### config.mk
export PLATFORM = sky130hd
export DESIGN_NAME = down_timer
export DESIGN_NICKNAME = d
export VERILOG_FILES = /design/src/rtl/down_timer.sv
export SDC_FILE = /design/constraint.sdc
export NUM_CORES = 1
export LEC_CHECK = 0
export CAP_MARGIN = 25
export CORE_UTILIZATION = 54
export CTS_BUF_LIST = sky130_fd_sc_hd__clkbuf_8
export DETAILED_ROUTE_END_ITERATION = 7
export GPL_TIMING_DRIVEN = 0
export PLACE_DENSITY = 0.87
export SLEW_MARGIN = 25
export SYNTH_ARGS = -nofsm -noshare
export SYNTH_HDL_FRONTEND = slang
export SYNTH_SLANG_ARGS = --single-unit
### constraint.sdc
create_clock -name clk -period 2.3 [get_ports clk]
set_input_delay 0.345 -clock clk [delete_from_list [all_inputs] [get_ports clk]]
set_output_delay 0.345 -clock clk [all_outputs]
set_load 0.02 [all_outputs]
### src/rtl/down_timer.sv
// down_timer: programmable down-counting timer with valid/ready load,
// one-shot or auto-reload operation, pause/abort, a one-cycle terminal-count
// pulse (tc) and a sticky done flag.
// Optional feature macro: DOWN_TIMER_PRESCALE_EN -- when defined, the count
// decrements once every PRESCALE clock cycles spent in RUN instead of every cycle.
module down_timer #(
  parameter int unsigned WIDTH    = 4,
  parameter int unsigned PRESCALE = 4
) (
  input  logic             clk,
  input  logic             rst,
  input  logic             load_valid,
  output logic             load_ready,
  input  logic [WIDTH-1:0] load_value,
  input  logic             start,
  input  logic             auto_reload,
  input  logic             pause,
  input  logic             abort,
  output logic [WIDTH-1:0] count,
  output logic             busy,
  output logic             tc,
  output logic             done
);

  typedef enum logic [1:0] {
    IDLE = 2'd0,
    RUN  = 2'd1,
    HOLD = 2'd2,
    DONE = 2'd3
  } state_t;

  state_t           state;
  logic [WIDTH-1:0] reload_reg;
  logic             mode_reg;
  logic             tick;

`ifdef DOWN_TIMER_PRESCALE_EN
  localparam int unsigned PW = (PRESCALE > 1) ? $clog2(PRESCALE) : 1;

  logic [PW-1:0] presc;

  // Decrement enable: prescaler has reached its last phase
  assign tick = (presc == PW'(PRESCALE - 1));
`else
  logic unused_prescale;

  // Decrement on every RUN cycle; the prescale parameter has no role here
  assign tick            = 1'b1;
  assign unused_prescale = (PRESCALE < 2);
`endif

  // Timer FSM: state, count, reload/mode registers and registered flags
  always_ff @(posedge clk) begin
    if (rst) begin
      state      <= IDLE;
      count      <= '0;
      reload_reg <= '0;
      mode_reg   <= 1'b0;
      tc         <= 1'b0;
      done       <= 1'b0;
      busy       <= 1'b0;
      load_ready <= 1'b1;
`ifdef DOWN_TIMER_PRESCALE_EN
      presc      <= '0;
`endif
    end else begin
      tc <= 1'b0;
      unique case (state)
        IDLE, DONE: begin
          if (load_valid) begin
            // Load beats start; landing in IDLE clears a sticky done
            reload_reg <= load_value;
            count      <= load_value;
            state      <= IDLE;
            done       <= 1'b0;
            busy       <= 1'b0;
            load_ready <= 1'b1;
          end else if (start && (((state == IDLE) && (count != '0)) ||
                                 ((state == DONE) && (reload_reg != '0)))) begin
            // From DONE the count restarts from the stored reload value
            if (state == DONE) begin
              count <= reload_reg;
            end
            mode_reg   <= auto_reload;
            state      <= RUN;
            done       <= 1'b0;
            busy       <= 1'b1;
            load_ready <= 1'b0;
`ifdef DOWN_TIMER_PRESCALE_EN
            presc      <= '0;
`endif
          end
        end

        RUN: begin
          if (abort) begin
            count      <= reload_reg;
            state      <= IDLE;
            busy       <= 1'b0;
            load_ready <= 1'b1;
`ifdef DOWN_TIMER_PRESCALE_EN
            presc      <= '0;
`endif
          end else if (pause) begin
            // Enter HOLD without consuming a decrement or prescaler step
            state <= HOLD;
          end else if (tick) begin
`ifdef DOWN_TIMER_PRESCALE_EN
            presc <= '0;
`endif
            if (count > WIDTH'(1)) begin
              count <= count - WIDTH'(1);
            end else if (mode_reg) begin
              count <= reload_reg;
              tc    <= 1'b1;
            end else begin
              // Terminal count in one-shot mode; count saturates at zero
              count      <= '0;
              tc         <= 1'b1;
              state      <= DONE;
              done       <= 1'b1;
              busy       <= 1'b0;
              load_ready <= 1'b1;
            end
          end else begin
`ifdef DOWN_TIMER_PRESCALE_EN
            presc <= presc + PW'(1);
`endif
          end
        end

        HOLD: begin
          if (abort) begin
            count      <= reload_reg;
            state      <= IDLE;
            busy       <= 1'b0;
            load_ready <= 1'b1;
`ifdef DOWN_TIMER_PRESCALE_EN
            presc      <= '0;
`endif
          end else if (!pause) begin
            // Resume; the next decrement happens on a later edge
            state <= RUN;
          end
        end

        default: begin
          state      <= IDLE;
          busy       <= 1'b0;
          done       <= 1'b0;
          load_ready <= 1'b1;
        end
      endcase
    end
  end

endmodule
==> impl_metrics.py <==
metrics = {
    "outcome": {
        "status": "finished clean",
    },
    "placed_design": {
        "place_hpwl_um": 1896,
        "gp_congestion": 0.8692,
        "io_buffers": 18,
    },
    "logic_synthesis": {
        "syn_inst": 129,
        "synth_edf_count": 0,
        "synth-main-ff-cell": "dfxtp_1",
        "ys_types": 41,
        "syn_area_um2": 1066,
        "yosys_register_bits": 15,
        "ys_seq_area_frac": 0.2817,
        "yosysWarnings": 0,
        "syn-mean-instance-area_um2": 8.264,
        "synth_nets": 147,
        "async_flop_share": 0,
    },
    "grt": {
        "grt_antenna_before_repair": 0,
        "grt_overflow": 0,
        "gr-usage-met2": 0.4528,
        "track_usage": 0.2812,
        "grt_max_degree": 11,
        "met1_usage": 0.3729,
        "busiest_layer": "met2",
        "grt_pass1_wl_um": 4284,
        "grt_pass1_vias": 992,
        "grtUsageMet3": 0.04706,
    },
    "route": {
        "ant_nets": 0,
        "drt_wl_total_um": 2554,
        "drt_drc_violations_left": 0,
        "dr.pass1.iters": 6,
        "num_vias": 1049,
        "wl_per_cell_um": 14.51,
        "vias_per_cell": 5.960,
        "drt_iter0_drc": 46,
    },
    "clock_tree": {
        "post_cts_resized": 0,
        "clk_pin_slew_ns": 0.06,
        "clock_path_buffers": 2,
        "cts_tree": "yes",
        "clk_latency_ns": 0.25,
        "post_cts_buffers": 0,
        "htreeDepth": 1,
        "cts-root-buf": "clkbuf_8",
        "cts_hold_buf": 0,
        "cts_buffers": 3,
        "clock_sinks": 15,
    },
    "sta": {
        "hold_violations": 0,
        "clock_skew_ns": 0.002331,
        "worst_pin_slew_ns": 0.4564,
        "fin_crit_ns": 1.993,
        "fmax_ghz": 0.5019,
        "rsz0062_at_grt": "no",
        "final.setup.tns_ns": 0,
        "drv_slew": 0,
        "relSlewSlack": 0.6957,
        "setup_viol": 0,
        "fin_crit_sh": 0.8663,
    },
    "hold_path": {
        "min_path_type": "flop to flop",
        "hold_depth": 2,
        "hold_path_startpoint": "busy$_SDFFE_PP0P_",
        "holdPathEnd": "busy$_SDFFE_PP0P_",
    },
    "setup_path": {
        "start_kind": "flop",
        "worst_setup_path_end_kind": "flop",
        "reg2regPathDepth": 7,
        "cp_top_family": "compound AO/OA/AOI/OAI gates",
        "critical_path_class": "flop to flop",
        "crit_chain": "inv_1 > ha_1 > nor2_2 > o221ai_2 > o221ai_1 > mux2i_1 > nor2_1",
        "reg2reg_from": "state[0]$_SDFFE_PP0P_",
        "critPathMaxFanout": 7,
        "crit_buf_inv": 1,
        "arrival_ns": 2.12,
        "cp_slowest_cell": "ha_1",
        "r2r_slack_ns": 0.31,
        "slowest_delay_ns": 0.38,
        "required_ns": 2.42,
        "r2r_end": "busy$_SDFFE_PP0P_",
    },
    "pwr": {
        "p_total_mw": 1.037,
        "p_per_area_nw_per_um2": 784.1,
        "pwr-share-seq": 0.324,
        "intPower_uw": 625.2,
        "clockPowerShare": 0.202,
        "p_comb_frac": 0.474,
        "worst_ir_drop_vdd_mv": 0.6701,
        "switching_share": 0.3971,
        "leakagePower_nw": 0.5051,
        "netSwitchingPower_uw": 411.8,
    },
    "die": {
        "core_um2": 1783,
        "ios": 19,
        "initial_core_util": 0.5979,
        "num_rows": 15,
        "die_w_um": 46.43,
        "dieArea_um2": 2156,
        "dieHeight_um": 46.43,
    },
    "finish": {
        "syn_to_final_growth_pct": 24.06,
        "fillerInstances": 144,
        "num_antenna_cells": 0,
        "mostFrequentLayoutCells": "19 x nand2_1, 18 x clkdlybuf4s50_1, 15 x dfxtp_1, 11 x inv_1",
        "final_core_util": 0.7418,
        "final_common_cell": "nand2_1",
        "fin_nets": 170,
        "layout-drive-gt1-share": 0.09272,
    },
    "job": {
        "cap_violations": 0,
    },
}
==> per-layer routing <==
layer	wire [um]	vias to the layer above
met1	1154	487
met5	0	-
met4	49	0
li1	-	510
met3	152	10
met2	1198	42
==> final cells by class <==
type | count | area, um^2 | share of cell area
multi-input cells | 99 | 700.7 | 0.5298
repair buffers | 18 | 180.2 | 0.1362
inverters | 10 | 37.54 | 0.02838
clock buffers | 3 | 41.29 | 0.03122
clock inverters | 1 | 3.754 | 0.002838
well taps | 25 | 31.28 | 0.02365
plain buffers | 5 | 27.53 | 0.02081
flip-flops and latches | 15 | 300.3 | 0.2271
==> worst max path at each step <==
stage                          start               endpoint  slack, ns  cells after the start
6_report       state[0]$_SDFFE_PP0P_      busy$_SDFFE_PP0P_       0.31                      7
3_3_place_gp              load_valid      busy$_SDFFE_PP0P_       0.33                      7
5_1_grt        state[0]$_SDFFE_PP0P_      busy$_SDFFE_PP0P_       0.22                      7
4_1_cts        state[0]$_SDFFE_PP0P_      busy$_SDFFE_PP0P_       0.34                      7
3_5_place_dp              load_valid      busy$_SDFFE_PP0P_       0.28                      7
2_1_floorplan  count[0]$_SDFFE_PP0P_  count[3]$_SDFFE_PP0P_       0.51                      6
==> cells by family (layout without fill, tap and decap cells) <==
| kind of cell | Yosys count | after routing | share of synthesized area |
|---|---|---|---|
| compound gates | 35 | 35 | 0.2547 |
| fa+ha+maj | 7 | 7 | 0.08216 |
| buf+inv | 15 | 37 | 0.06103 |
| flops | 15 | 15 | 0.2817 |
| mux | 6 | 6 | 0.05634 |
| simple gates | 51 | 51 | 0.2641 |
==> per-stage QoR <==
step	cell area (um^2)	cells	setup WS, ns	hold slack [ns]
2_1_floorplan	1066	129	0.5081	0.4365
3_3_place_gp	1277	172	0.3258	0.4872
3_5_place_dp	1277	172	0.2773	0.4935
4_1_cts	1323	176	0.3438	0.5098
5_1_grt	1323	176	0.2217	0.5487
6_report	1323	176	0.3075	0.5039
==> worst min-delay path, delay by kind of cell (launching register included) <==
family           cells  cell delay (ns)
flip-flops           1             0.33
multiplexers         1             0.07
AND/OR/NAND/NOR      1             0.07
==> synthesized netlist by cell type (3+ instances only) <==
cell / count / area share
nor2b_1: 5 / 0.029
mux2i_1: 6 / 0.056
inv_1: 10 / 0.035
o41ai_1: 3 / 0.025
clkbuf_1: 3 / 0.011
a211oi_1: 5 / 0.035
o21ai_1: 3 / 0.014
nor2_1: 9 / 0.032
a21oi_1: 9 / 0.042
dfxtp_1: 15 / 0.28
nand2_1: 19 / 0.067
nand3_1: 4 / 0.019
ha_1: 7 / 0.082
==> power groups by stage <==
stage                     sequential [mW]  combinational, mW  clock [mW]
after floorplan                     0.358              0.322           0
after global placement              0.338              0.464           0
after detailed placement            0.340              0.479           0
after CTS                           0.335              0.487       0.212
after global routing                0.341              0.536       0.226
final                               0.336              0.492       0.209
Note: power is estimated with default switching activity, not from simulation.
